<file path="config.mk">
export PLATFORM = sky130hd
export DESIGN_NAME = pwm_mixer_array
export DESIGN_NICKNAME = d
export VERILOG_FILES = /design/src/rtl/pwm_mixer_array.sv
export SDC_FILE = /design/constraint.sdc
export NUM_CORES = 1
export LEC_CHECK = 0
export ABC_AREA = 1
export CORE_MARGIN = 8
export CORE_UTILIZATION = 30
export CTS_CLUSTER_DIAMETER = 40
export DETAILED_ROUTE_END_ITERATION = 7
export GPL_TIMING_DRIVEN = 0
export SLEW_MARGIN = 20
export SYNTH_ARGS = -nofsm -noshare
export SYNTH_HDL_FRONTEND = slang
export SYNTH_SLANG_ARGS = --single-unit
</file>
<file path="constraint.sdc">
create_clock -name clk -period 1.5 [get_ports clk]
set_input_delay 0.3 -clock clk [delete_from_list [all_inputs] [get_ports clk]]
set_output_delay 0.3 -clock clk [all_outputs]
set_load 0.03 [all_outputs]
</file>
<file path="src/rtl/pwm_mixer_array.sv">
// Multi-channel quadrature-encoder level mixer driving edge-aligned PWM outputs.
// Each channel debounces its encoder, adjusts a level per detent, and PWMs it via a shadowed duty.
module pwm_mixer_array #(
    parameter int CHANNELS     = 3,
    parameter int WIDTH        = 8,
    parameter int DEBOUNCE_LEN = 4,
    parameter int STEP         = 1,
    parameter int SATURATE     = 1
) (
    input  logic                      clk,
    input  logic                      reset_n,
    input  logic [CHANNELS-1:0]       enc_a,
    input  logic [CHANNELS-1:0]       enc_b,
    input  logic                      load_valid,
    input  logic [2:0]                load_ch,
    input  logic [WIDTH-1:0]          load_value,
    output logic [CHANNELS-1:0]       pwm_out,
    output logic [CHANNELS*WIDTH-1:0] level,
    output logic                      period_start
);

    localparam int             NB      = 2 * CHANNELS;
    localparam logic [WIDTH:0] STEP_W  = (WIDTH + 1)'(STEP);
    localparam bit             SAT_EN  = (SATURATE != 0);
    localparam logic [7:0]     DB_LAST = 8'(DEBOUNCE_LEN - 1);

    // Bits [CHANNELS-1:0] carry phase A, the upper half phase B.
    logic [NB-1:0]                     sync1_r;
    logic [NB-1:0]                     sync2_r;
    logic [NB-1:0]                     db_r;
    logic [7:0]                        db_cnt_r [NB];
    logic [1:0]                        vld_r;
    logic [CHANNELS-1:0]               armed_r;
    logic [CHANNELS-1:0]               db_a_d_r;
    logic [CHANNELS-1:0]               rise_s;
    logic [CHANNELS-1:0][WIDTH-1:0]    level_r;
    logic [CHANNELS-1:0][WIDTH-1:0]    level_nxt_s;
    logic [CHANNELS-1:0][WIDTH-1:0]    duty_r;
    logic [WIDTH-1:0]                  cnt_r;

    function automatic logic [WIDTH-1:0] step_level(input logic [WIDTH-1:0] cur, input logic down);
        logic [WIDTH:0] up_v;
        logic [WIDTH:0] dn_v;
        up_v = {1'b0, cur} + STEP_W;
        dn_v = {1'b0, cur} - STEP_W;
        if (down) begin
            if (SAT_EN && dn_v[WIDTH]) step_level = {WIDTH{1'b0}};
            else                       step_level = dn_v[WIDTH-1:0];
        end else begin
            if (SAT_EN && up_v[WIDTH]) step_level = {WIDTH{1'b1}};
            else                       step_level = up_v[WIDTH-1:0];
        end
    endfunction

    // Two-flop synchroniser for every raw encoder phase.
    always_ff @(posedge clk or negedge reset_n) begin
        if (!reset_n) begin
            sync1_r <= {NB{1'b0}};
            sync2_r <= {NB{1'b0}};
        end else begin
            sync1_r <= {enc_b, enc_a};
            sync2_r <= sync1_r;
        end
    end

    // Debounce, arming and A edge history; a channel arms only once a real low A sample is seen.
    always_ff @(posedge clk or negedge reset_n) begin
        if (!reset_n) begin
            db_r     <= {NB{1'b0}};
            vld_r    <= 2'b00;
            armed_r  <= {CHANNELS{1'b0}};
            db_a_d_r <= {CHANNELS{1'b0}};
            for (int j = 0; j < NB; j++) db_cnt_r[j] <= 8'd0;
        end else begin
            vld_r    <= {vld_r[0], 1'b1};
            armed_r  <= armed_r | ({CHANNELS{vld_r[1]}} & ~sync2_r[CHANNELS-1:0]);
            db_a_d_r <= db_r[CHANNELS-1:0];
            for (int j = 0; j < NB; j++) begin
                if (sync2_r[j] == db_r[j]) begin
                    db_cnt_r[j] <= 8'd0;
                end else if (db_cnt_r[j] == DB_LAST) begin
                    db_r[j]     <= sync2_r[j];
                    db_cnt_r[j] <= 8'd0;
                end else begin
                    db_cnt_r[j] <= db_cnt_r[j] + 8'd1;
                end
            end
        end
    end

    // Detent strobe: debounced A rising on an armed channel.
    always_comb begin
        rise_s = db_r[CHANNELS-1:0] & ~db_a_d_r & armed_r;
    end

    // Next level: a host load wins over a same-cycle detent, which is then lost.
    always_comb begin
        level_nxt_s = level_r;
        for (int i = 0; i < CHANNELS; i++) begin
            if (load_valid && (load_ch == 3'(i))) begin
                level_nxt_s[i] = load_value;
            end else if (rise_s[i]) begin
                level_nxt_s[i] = step_level(level_r[i], db_r[CHANNELS+i]);
            end else begin
                level_nxt_s[i] = level_r[i];
            end
        end
    end

    // Working level registers.
    always_ff @(posedge clk or negedge reset_n) begin
        if (!reset_n) level_r <= {(CHANNELS*WIDTH){1'b0}};
        else          level_r <= level_nxt_s;
    end

    // Shared counter, period-boundary duty shadowing and registered PWM outputs.
    always_ff @(posedge clk or negedge reset_n) begin
        if (!reset_n) begin
            cnt_r        <= {WIDTH{1'b0}};
            duty_r       <= {(CHANNELS*WIDTH){1'b0}};
            pwm_out      <= {CHANNELS{1'b0}};
            period_start <= 1'b0;
        end else begin
            cnt_r        <= cnt_r + WIDTH'(1);
            period_start <= (cnt_r == {WIDTH{1'b0}});
            for (int i = 0; i < CHANNELS; i++) pwm_out[i] <= (cnt_r < duty_r[i]);
            if (cnt_r == {WIDTH{1'b1}}) duty_r <= level_r;
            else                        duty_r <= duty_r;
        end
    end

    assign level = level_r;

endmodule

</file>
; ---- After elaboration in Yosys (flattened, before gate mapping)
; Cells that the tools add are included.
[op_classes]
n_addsub = 13
magnitude_cmp = 3
eq_ne = 15
mux = 27
bitwise = 12
n_reduce_logical = 14
[ops]
columns = operator, count
row1 = $mux 8, 27
row2 = $add 8x1->8 const B, 7
row3 = $eq 8x2->1 const B, 6
row4 = $add 8x1->9 const B, 3
row5 = $sub 8x1->9 const B, 3
row6 = $lt 8x8->1, 3
row7 = $reduce_and 2->1, 6
row8 = $and 3x3->3, 3
row9 = $eq 8x8->1 const B, 1
row10 = $logic_not 8->1, 1
row11 = $eq 1x1->1, 6
row12 = $not 1->1, 6
row13 = $not 3->3, 2
row14 = $reduce_bool 2->1, 3
row15 = $eq 3x1->1 const B, 1
row16 = $eq 3x2->1 const B, 1
row17 = $logic_and 1x1->1, 3
row18 = $logic_not 3->1, 1
row19 = $or 3x3->3, 1
[totals]
register_bits = 134
out_inout_bits = 28
wordCells = 110

; ---- Logic depth before layout (Yosys ltp)
; Gate-level depths: netlist of run 1.
[depth]
depth_word = 5
mapped_depth = 10
mapped_depth_nobuf = 10

; ---- Least setup slack after synthesis of run 1
; Ideal clock, no wire load.
[synth_path]
path_kind = register to register
from = register level_r, in the netlist level[16]
to = register level_r, in the netlist level[18]
setup_time_ns = 0.118
t_arrival_ns = 1.485
required_time_ns = 1.382
slack_ns = -0.103
stages_incl_launch_ff = 9
n_path_buf = 0
synth_period_minus_slack_ns = 1.603
path_cell_list = dfrtp_1 > inv_1 > ha_1 > nand3_1 > nor2_1 > nor2_2 > nand2_1 > nand2_1 > a21o_1
[synth_via]
elab_chain_len = 5
elab_cells_between_ends = 7
classes_between = 2 x add/sub / 5 x mux
[synth_lines]
columns = item, line
row1 = start: declaration, 36  ; logic [CHANNELS-1:0][WIDTH-1:0] level_r;
row2 = start signal: assignment, 112  ; if (!reset_n) level_r <= {(CHANNELS*WIDTH){1'b0}};
row3 = start signal: assignment, 113  ; else level_r <= level_nxt_s;
row4 = $add 8x1->9 or $sub 8x1->9 (tied branches), "44, 45"
row5 = "$mux 8, on equally long branches", "50, 47"
row6 = $mux 8 *, 46  ; if (down) begin
row7 = $mux 8 *, 102  ; end else if (rise_s[i]) begin
row8 = $mux 8 *, 100  ; if (load_valid && (load_ch == 3'(i))) begin
; Mark *: on every way between the ends. The rest lies on a longest branch, timed or not. The select of a mux whose other input is x is not followed.
; A chain may end at the register's enable or synchronous reset.

; ---- Final worst setup path of run 1
[layout_path]
from = register level_r, in the netlist level[0]
to = output level[0]
[layout_lines]
columns = item, line
row1 = end: declaration, 18  ; output logic [CHANNELS*WIDTH-1:0] level,
; No word-level cell between the ends.

==> results.json, run 1 <==
{
  "clockBufferDepth": 2,
  "postSynthAreaPerCell_sq_um": 8.07,
  "yosysUniqueCellTypes": 31,
  "vias_per_cell": 4.56,
  "syn_to_final_growth_pct": 30.5,
  "drv_slew": 0,
  "clockPowerShare_pct": 28.4,
  "drive_gt1_share_pct": 21.0,
  "ys_seq_elements": 134,
  "slew_headroom_pct": 60.6,
  "firstDrtPassIters": 5,
  "worstSetupStartpointType": "flop",
  "path_delay_family": "flip-flops",
  "crit_fanout": 6,
  "diodes": 0,
  "cts_made_buffers": 17,
  "htreeDepth": 4,
  "netlist_instances": 890,
  "core_sq_um": 23500,
  "worst_pin_slew_ps": 591,
  "min_period_over_period_pct": 102,
  "grt_pass1_wl_mm": 29.3,
  "fin_nets": 1040,
  "die_width_um": 171,
  "crit_slowest_cell": "dfrtp_2",
  "worstPathBufferInverterCount": 2,
  "p_sw_share_pct": 40.4,
  "synth_fp_nets": 945,
  "syn_area_sq_um": 7180,
  "antenna_found_initial": 0,
  "drt-initial-drc-count": 248,
  "cp.required_ps": 1200,
  "grt_pass1_vias": 5994,
  "rsz0062_at_grt": "yes",
  "power_density_nw_per_um2": 1630,
  "gp_congestion": 0.849,
  "cts_tree": "yes",
  "fin_tns_setup_ps": -154,
  "ios": 48,
  "drc": 0,
  "hpwl_mm": 12.3,
  "critPathArrivalTime_ps": 1230,
  "final_util_pct": 39.9,
  "p_leak_nw": 4.42,
  "setup.worst_path.end_class": "output port",
  "grt_overflow_total": 0,
  "die-area_sq_um": 29100,
  "cts.root.buffer_cell": "clkbuf_16",
  "postRouteAntennaNets": 0,
  "clk_latency_ps": 430,
  "rows": 56,
  "seq_area_frac_synth_pct": 46.7,
  "clk_pin_slew_worst_paths_ps": 60,
  "totalWireLength_mm": 17.7,
  "netSwitchingPower_mw": 6.15,
  "violations": "setup timing",
  "vias": 6001,
  "finalClockSkew_ps": 14.5,
  "port_buffers": 47,
  "cp_slowest_stage_delay_ps": 470,
  "fin_total_pwr_mw": 15.2,
  "hold_viol": 0,
  "start_util_pct": 30.6,
  "max_freq_ghz": 0.652,
  "cts.sinks": 134,
  "ir_worst_vdd_mv": 0.811,
  "wire_per_inst_um": 13.4,
  "yosys_warnings": 0,
  "gr-usage-all-layers_pct": 12.6,
  "grt_max_degree": 78,
  "die_height_um": 171,
  "pwr-share-comb_pct": 38.5,
  "min_path_type": "in -> reg",
  "p_int_mw": 9.09,
  "cap_violations": 0,
  "setup_ws_ps": -32.8,
  "finalCriticalPeriod_ps": 1530,
  "crit_type": "reg -> out",
  "finalSetupViolations": 16,
  "p_seq_share_pct": 33.1,
  "status": "complete, but fails checks",
  "path_cells": "buf_4 > buf_2"
}
[synthesized netlist by cell type (all sizes together)]
cell type | n | area share [%]
nand4 | 9 | 0.78
a21o | 3 | 0.31
nand3 | 72 | 5.2
nor3b | 19 | 2.0
ha | 35 | 6.1
o211ai | 5 | 0.52
o31ai | 3 | 0.31
o22ai | 12 | 1.0
o21ai | 58 | 4.3
o21bai | 3 | 0.31
nor2 | 95 | 5.2
inv | 144 | 7.5
nand2 | 203 | 11
buf | 8 | 0.82
xnor2 | 12 | 1.5
a21oi | 29 | 2.0
nor3 | 4 | 0.28
nor4 | 7 | 0.61
conb | 1 | 0.052
clkbuf | 3 | 0.17
nand3b | 2 | 0.21
dfrtp | 134 | 47
xor2 | 29 | 3.5
[kinds of logic (layout without fill, tap and decap cells)]
family / count (synthesis) / after routing / share of synthesized area (%)
adders and majority gates: 35 / 35 / 6.10
buffers and inverters: 155 / 263 / 8.52
and+or+nand+nor: 411 / 411 / 24.8
other: 1 / 1 / 0.0522
DFF: 134 / 134 / 46.7
AOI/OAI and AO/OA: 113 / 113 / 8.78
xor gates and xnor gates: 41 / 41 / 5.00
[layout by cell type (no fill, tap or decap), drive strengths merged, types with 4 or more instances in the layout]
cell type	synthesis	final
nand4	9	9
clkdlybuf4s50	0	18
o211ai	5	5
nor3b	19	19
clkbuf	3	21
ha	35	35
a21oi	29	29
nand3	72	72
nor4	7	7
nand2	203	203
nor3	4	4
o21ai	58	58
inv	144	148
dfrtp	134	134
nor2	95	95
o22ai	12	12
xor2	29	29
buf	8	60
xnor2	12	12
[state kept, by name, summed over array words and instances (netlist names)]
name / count
armed_r: 3
sync1_r: 6
db_cnt_r: 48
sync2_r: 6
cnt_r: 8
level: 24
db_r: 6
duty_r: 24
pwm_out: 3
vld_r: 2
period_start: 1
db_a_d_r: 3
[repair_timing]
item / in CTS / in global routing
setup endpoints to repair: 76 / 67
setup buffers: 10 / 16
gates cloned: 2 / 0
pin swaps: 5 / 24
hold endpoints to repair: 76 / 0
hold buffers: 1 / 0
resized for setup: 161 / 120
[through the flow]
step | cells | cell area [sq um] | setup slack [ps] | hold slack [ps]
2_1_floorplan | 890 | 7190 | -10.9 | 4.41
3_3_place_gp | 1256 | 8060 | -5860 | 332
3_5_place_dp | 1257 | 8090 | -506 | 327
4_1_cts | 1302 | 8970 | -20.5 | 296
5_1_grt | 1317 | 9370 | -111 | 295
6_report | 1317 | 9370 | -32.8 | 305
[final timing paths]
check	from	endpoint	slack [ps]	depth (start not counted)
setup / recovery	level[0]	level[0]	-30	2
hold / removal	enc_a[0]	sync1_r[0]	300	1
setup reg to reg	cnt_r[0]	duty_r[12]	-10	10
hold reg to reg	sync1_r[2]	sync2_r[2]	350	0
max in group asynchronous	reset_n	level[13]	350	3
min in group asynchronous	reset_n	duty_r[4]	440	2
[worst reg2reg max path, cell delays in order, from the launching register on]
cell     delay, ps
dfrtp_1        390
ha_4           170
nand2_4         50
nor2_4          90
nand3_2         80
nor2_2         120
nand2_2         90
buf_12         170
buf_8          140
nand2_2         50
o21ai_1         50
[area by class of cell]
cell class                 instances  area, sq um
buffer                            10          108
clock buffer                      19          443
clock inverter                    13          168
fill                            2327        14100
inverter                         144          559
multi-input combinational        601         3640
sequential                       134         3380
tap                              319          399
timing repair buffer              77          678
[layer usage]
| metal | part of all wire (%) | GRT usage (%) | vias up |
|---|---|---|---|
| li1 | - | - | 3039 |
| met1 | 45 | 15.4 | 2804 |
| met2 | 49 | 20.9 | 127 |
| met3 | 4.1 | 3.55 | 31 |
| met4 | 2.3 | 4.58 | 0 |
| met5 | 0 | 0 | - |
[power groups by stage]
stage	sequential (mW)	clock [mW]	combinational [mW]
after floorplan	5.29	0	3.10
after global placement	4.97	0	5.11
after detailed placement	4.97	0	5.14
after CTS	4.95	4.42	5.23
after global routing	5.15	4.59	6.56
final	5.04	4.32	5.87
Note: power is estimated with default switching activity, not from simulation.
==> inputs of run 2 (changes only) <==
--- a/config.mk
+++ b/config.mk
@@ -10,8 +10,8 @@
 export CORE_UTILIZATION = 30
 export CTS_CLUSTER_DIAMETER = 40
 export DETAILED_ROUTE_END_ITERATION = 7
-export GPL_TIMING_DRIVEN = 0
 export SLEW_MARGIN = 20
 export SYNTH_ARGS = -nofsm -noshare
 export SYNTH_HDL_FRONTEND = slang
 export SYNTH_SLANG_ARGS = --single-unit
+export TNS_END_PERCENT = 10
==> results.json, run 2 (same netlist as run 1, synthesis figures left out) <==
{
  "path_delay_family": "flip-flops",
  "htreeDepth": 4,
  "clockBufferDepth": 2,
  "rsz0062_at_grt": "yes",
  "timing.rr.start": "cnt_r[1]",
  "whs_ps": 319,
  "totalWireLength_mm": 18.6,
  "cts_made_buffers": 17,
  "final_cell_mix": "180 x nand2_1, 136 x inv_1, 123 x dfrtp_1",
  "vias": 6260,
  "setup_ws_ps": -84.4,
  "clk_pin_slew_worst_paths_ps": 60,
  "grt_pass1_wl_mm": 29.7,
  "grt_pass1_vias": 6153,
  "cts.root.buffer_cell": "clkbuf_16",
  "power_density_nw_per_um2": 1630,
  "cp.required_ps": 1200,
  "setup.worst_path.end_class": "output port",
  "fillers": 2339,
  "clk_latency_ps": 420,
  "grt_overflow_total": 0,
  "die_width_um": 171,
  "cp-startpoint": "level[8]",
  "min_path_type": "in -> reg",
  "ir_worst_vdd_mv": 0.942,
  "crit_slowest_cell": "dfrtp_2",
  "cap_violations": 0,
  "drt-initial-drc-count": 432,
  "finalClockSkew_ps": 7.31,
  "start_util_pct": 30.6,
  "max_freq_ghz": 0.631,
  "firstDrtPassIters": 5,
  "die_height_um": 171,
  "drv_slew": 0,
  "postRouteAntennaNets": 0,
  "min_path_cells": 1,
  "vias_per_cell": 4.61,
  "gr-usage-all-layers_pct": 12.7,
  "holdPathEnd": "sync1_r[0]",
  "reg2reg_to": "duty_r[20]",
  "finalSetupViolations": 26,
  "largest-register": "db_cnt_r",
  "grt_max_degree": 49,
  "finalCriticalPeriod_ps": 1580,
  "ios": 48,
  "design_area_sq_um": 9610,
  "hpwl_mm": 13.5,
  "drc": 0,
  "worstSetupStartpointType": "flop",
  "final_util_pct": 41.0,
  "cts.sinks": 134,
  "fin_total_pwr_mw": 15.7,
  "violations": "setup timing",
  "crit_type": "reg -> out",
  "port_buffers": 47,
  "crit_fanout": 4,
  "status": "complete, but fails checks",
  "worstPathBufferInverterCount": 2,
  "fin_cells": 1357,
  "r2r_cells": 9,
  "largest_reg_flops": 48,
  "worstHoldStart": "enc_a[0]",
  "antenna_found_initial": 0,
  "ff_latch_area_sq_um": 3370,
  "placed_area_sq_um": 8580,
  "fin_nets": 1080,
  "diodes": 0,
  "die-area_sq_um": 29100,
  "p_leak_nw": 4.58,
  "path_cells": "buf_4 > clkdlybuf4s15_2",
  "wire_per_inst_um": 13.7,
  "rrSetupSlack_ps": -60,
  "rows": 56,
  "core_sq_um": 23500,
  "hold_viol": 0,
  "multi_input_area_sq_um": 3490,
  "cts_tree": "yes",
  "drive_gt1_share_pct": 21.2,
  "gp_congestion": 0.902,
  "mostFrequentLayoutCell": "nand2_1",
  "critPathArrivalTime_ps": 1280,
  "syn_to_final_growth_pct": 33.9,
  "place_inst": 1315,
  "cp_slowest_stage_delay_ps": 450,
  "min_period_over_period_pct": 106
}
[run 2: metal layers]
metal  vias to the layer above  wire length, um  GRT usage, %  share of wire (%)
met5                         -                0             0                  0
met4                         0              718          6.14                3.9
met3                        54              623          2.79                3.4
met2                       136             8970          21.5                 48
met1                      2939             8250          15.1                 44
li1                       3131                -             -                  -
[run 2: worst max-delay path by stage]
| stage | end | slack, ps | depth (start not counted) |
|---|---|---|---|
| after global routing | duty_r[4] | -170 | 9 |
| after detailed placement | level[8] | -320 | 8 |
| after CTS | level[8] | -90 | 2 |
| after global placement | level[10] | -310 | 7 |
| after floorplan | duty_r[1] | -10 | 10 |
| final | level[8] | -80 | 2 |
[run 2: power by group]
| part | switching, mW | internal (mW) |
|---|---|---|
| Combinational | 3.87 | 2.89 |
| Sequential | 0.682 | 4.22 |
| Clock | 1.65 | 2.34 |
| Total | 6.20 | 9.46 |
[run 2: worst reg2reg max path, delay by kind of cell, from the launching register on]
kind,cells,cell delay [ps]
DFF,1,350
buffers and inverters,1,200
and+or+nand+nor,6,640
adders and majority gates,1,200
AOI/OAI and AO/OA,1,50
[run 2: stage by stage]
stage / setup slack (ps) / TNS, ps
floorplan: -10.9 / -86.9
global placement: -312 / -6360
detailed placement: -315 / -6650
CTS: -90.8 / -129
global route: -168 / -4800
finish: -84.4 / -1100
[run 2: repair_timing]
| item | 4_1_cts | 5_1_grt |
|---|---|---|
| gates cloned | 0 | 6 |
| hold buffers | 1 | 0 |
| hold endpoints to repair | 37 | 0 |
| buffers inserted | 0 | 3 |
| pin swaps | 2 | 16 |
| setup endpoints to repair | 30 | 60 |
| resized for setup | 33 | 95 |
[run 2: layout make-up]
type | instances | share of cell area, %
tap | 319 | 4.15
clock buffer | 19 | 4.61
clock inverter | 13 | 1.29
multi-input combinational | 601 | 36.3
timing repair buffer | 127 | 13.0
sequential | 134 | 35.0
inverter | 144 | 5.62
==> inputs of run 3 (changes only) <==
--- a/config.mk
+++ b/config.mk
@@ -7,7 +7,7 @@
 export LEC_CHECK = 0
 export ABC_AREA = 1
 export CORE_MARGIN = 8
-export CORE_UTILIZATION = 30
+export CORE_UTILIZATION = 25
 export CTS_CLUSTER_DIAMETER = 40
 export DETAILED_ROUTE_END_ITERATION = 7
 export SLEW_MARGIN = 20
==> constraint.sdc (replaced) <==
create_clock -name clk -period 2 [get_ports clk]
set_input_delay 0.4 -clock clk [delete_from_list [all_inputs] [get_ports clk]]
set_output_delay 0.4 -clock clk [all_outputs]
set_load 0.03 [all_outputs]
==> results.json, run 3 (same netlist as run 1, synthesis figures left out) <==
{
  "clockBufferDepth": 2,
  "diodes": 0,
  "hpwl_mm": 13.2,
  "drv_slew": 0,
  "gr-usage-all-layers_pct": 10.6,
  "finalClockSkew_ps": 10.2,
  "setup.worst_path.end_class": "output port",
  "ios": 48,
  "vias_per_cell": 4.33,
  "mostFrequentLayoutCell": "nand2_1",
  "cap_violations": 0,
  "min_path_type": "reg -> reg",
  "worstPathBufferInverterCount": 1,
  "cts_made_buffers": 17,
  "rsz0062_at_grt": "no",
  "power_density_nw_per_um2": 1230,
  "path_depth": 1,
  "crit_fanout": 4,
  "fin_cells": 1369,
  "syn_to_final_growth_pct": 24.0,
  "firstDrtPassIters": 5,
  "crit_type": "reg -> out",
  "path_cells": "clkdlybuf4s50_1",
  "port_buffers": 47,
  "final_util_pct": 31.3,
  "largest_reg_flops": 48,
  "critPathArrivalTime_ps": 1540,
  "final_cell_mix": "202 x nand2_1, 143 x inv_1, 134 x dfrtp_1",
  "start_util_pct": 25.2,
  "status": "complete, no violations",
  "fin_total_pwr_mw": 11.0,
  "fillers": 3001,
  "die-area_sq_um": 34400,
  "drive_gt1_share_pct": 7.01,
  "finalSetupViolations": 0,
  "slew_headroom_pct": 59.1,
  "r2r_cells": 9,
  "wire_per_inst_um": 12.7,
  "min_period_over_period_pct": 97.2,
  "clk_pin_slew_worst_paths_ps": 60,
  "use_met1_pct": 12.8,
  "die_height_um": 185,
  "die_width_um": 185,
  "grtUsageMet2_pct": 17.7,
  "cts.root.buffer_cell": "clkbuf_16",
  "p_leak_nw": 4.29,
  "worstHoldStart": "sync1_r[5]",
  "antenna_found_initial": 0,
  "ir_worst_vdd_mv": 0.448,
  "drt-initial-drc-count": 405,
  "cp_slowest_stage_delay_ps": 700,
  "timing.rr.start": "level[17]",
  "max_freq_ghz": 0.515,
  "grt_pass1_wl_mm": 28.7,
  "finalCriticalPeriod_ps": 1940,
  "postRouteAntennaNets": 0,
  "design_area_sq_um": 8900,
  "core_sq_um": 28500,
  "placed_area_sq_um": 8290,
  "vias": 5930,
  "fin_nets": 1028,
  "reg2reg_to": "level[22]",
  "worst_pin_slew_ps": 609,
  "hold_viol": 0,
  "clk_latency_ps": 420,
  "cts_tree": "yes",
  "met3_usage_pct": 2.50,
  "rrSetupSlack_ps": 340,
  "post_cts_buffers": 0,
  "worstSetupStartpointType": "flop",
  "grt_overflow_total": 0,
  "gp_congestion": 0.896,
  "path_delay_family": "buffers and inverters",
  "htreeDepth": 4,
  "drc": 0,
  "holdPathEnd": "sync2_r[5]",
  "cts.sinks": 134,
  "grt_max_degree": 49,
  "crit_slowest_cell": "clkdlybuf4s50_1",
  "cp.required_ps": 1600,
  "grt.busiest_layer": "met2",
  "fin_tns_setup_ps": 0,
  "place_inst": 1337,
  "largest-register": "db_cnt_r",
  "rows": 62,
  "totalWireLength_mm": 17.4,
  "grt_pass1_vias": 5709,
  "min_path_cells": 0
}
[run 3: changes by cell type in the layout (fill, tap and decap cells not counted), sizes merged]
cell	before	now
buf	96	28
clkdlybuf4s50	18	35
dlygate4sd2	3	10
clkdlybuf4s15	6	0
inv	148	144
bufinv	1	4
clkinvlp	3	0
clkbuf	22	23
clkinv	5	4
dlymetal6s2s	0	1
[run 3: layout make-up]
type	count	area (sq um)	share of cell area, %
inverter	144	541	6.07
clock buffer	23	468	5.26
clock inverter	8	148	1.66
tap	384	480	5.40
multi-input combinational	601	3220	36.1
timing repair buffer	75	699	7.85
sequential	134	3350	37.7
[run 3: layer usage]
layer	wire length (um)	share of wire [%]
met3	799	4.6
met2	8420	48
met1	7750	44
met5	0	0
met4	461	2.6
[run 3: worst max-delay path by stage]
stage | start | endpoint | slack (ps)
final | level[19] | level[19] | 60
after CTS | level[12] | level[12] | 10
after detailed placement | load_ch[2] | level[16] | -2
after floorplan | level[16] | level[18] | 400
after global routing | level[17] | level[17] | 10
after global placement | load_ch[2] | level[17] | 50
[run 3: what timing repair did]
action / in CTS / in global routing
hold endpoints to repair: 42 / 0
hold buffers: 1 / 0
gates resized for setup: 10 / 1
setup endpoints to repair: 10 / 1
[run 3: where the power goes]
group	switching (mW)	internal [mW]
clock	1.14	2.14
sequential	0.476	3.15
combinational	2.59	1.46
total	4.21	6.76
[run 3: metrics by stage]
step | setup WS, ps | hold WS [ps]
final | 56.9 | 345
after global routing | 12.3 | 355
after CTS | 11.7 | 347
after detailed placement | -1.69 | 335
after global placement | 46.3 | 334
after floorplan | 397 | 104
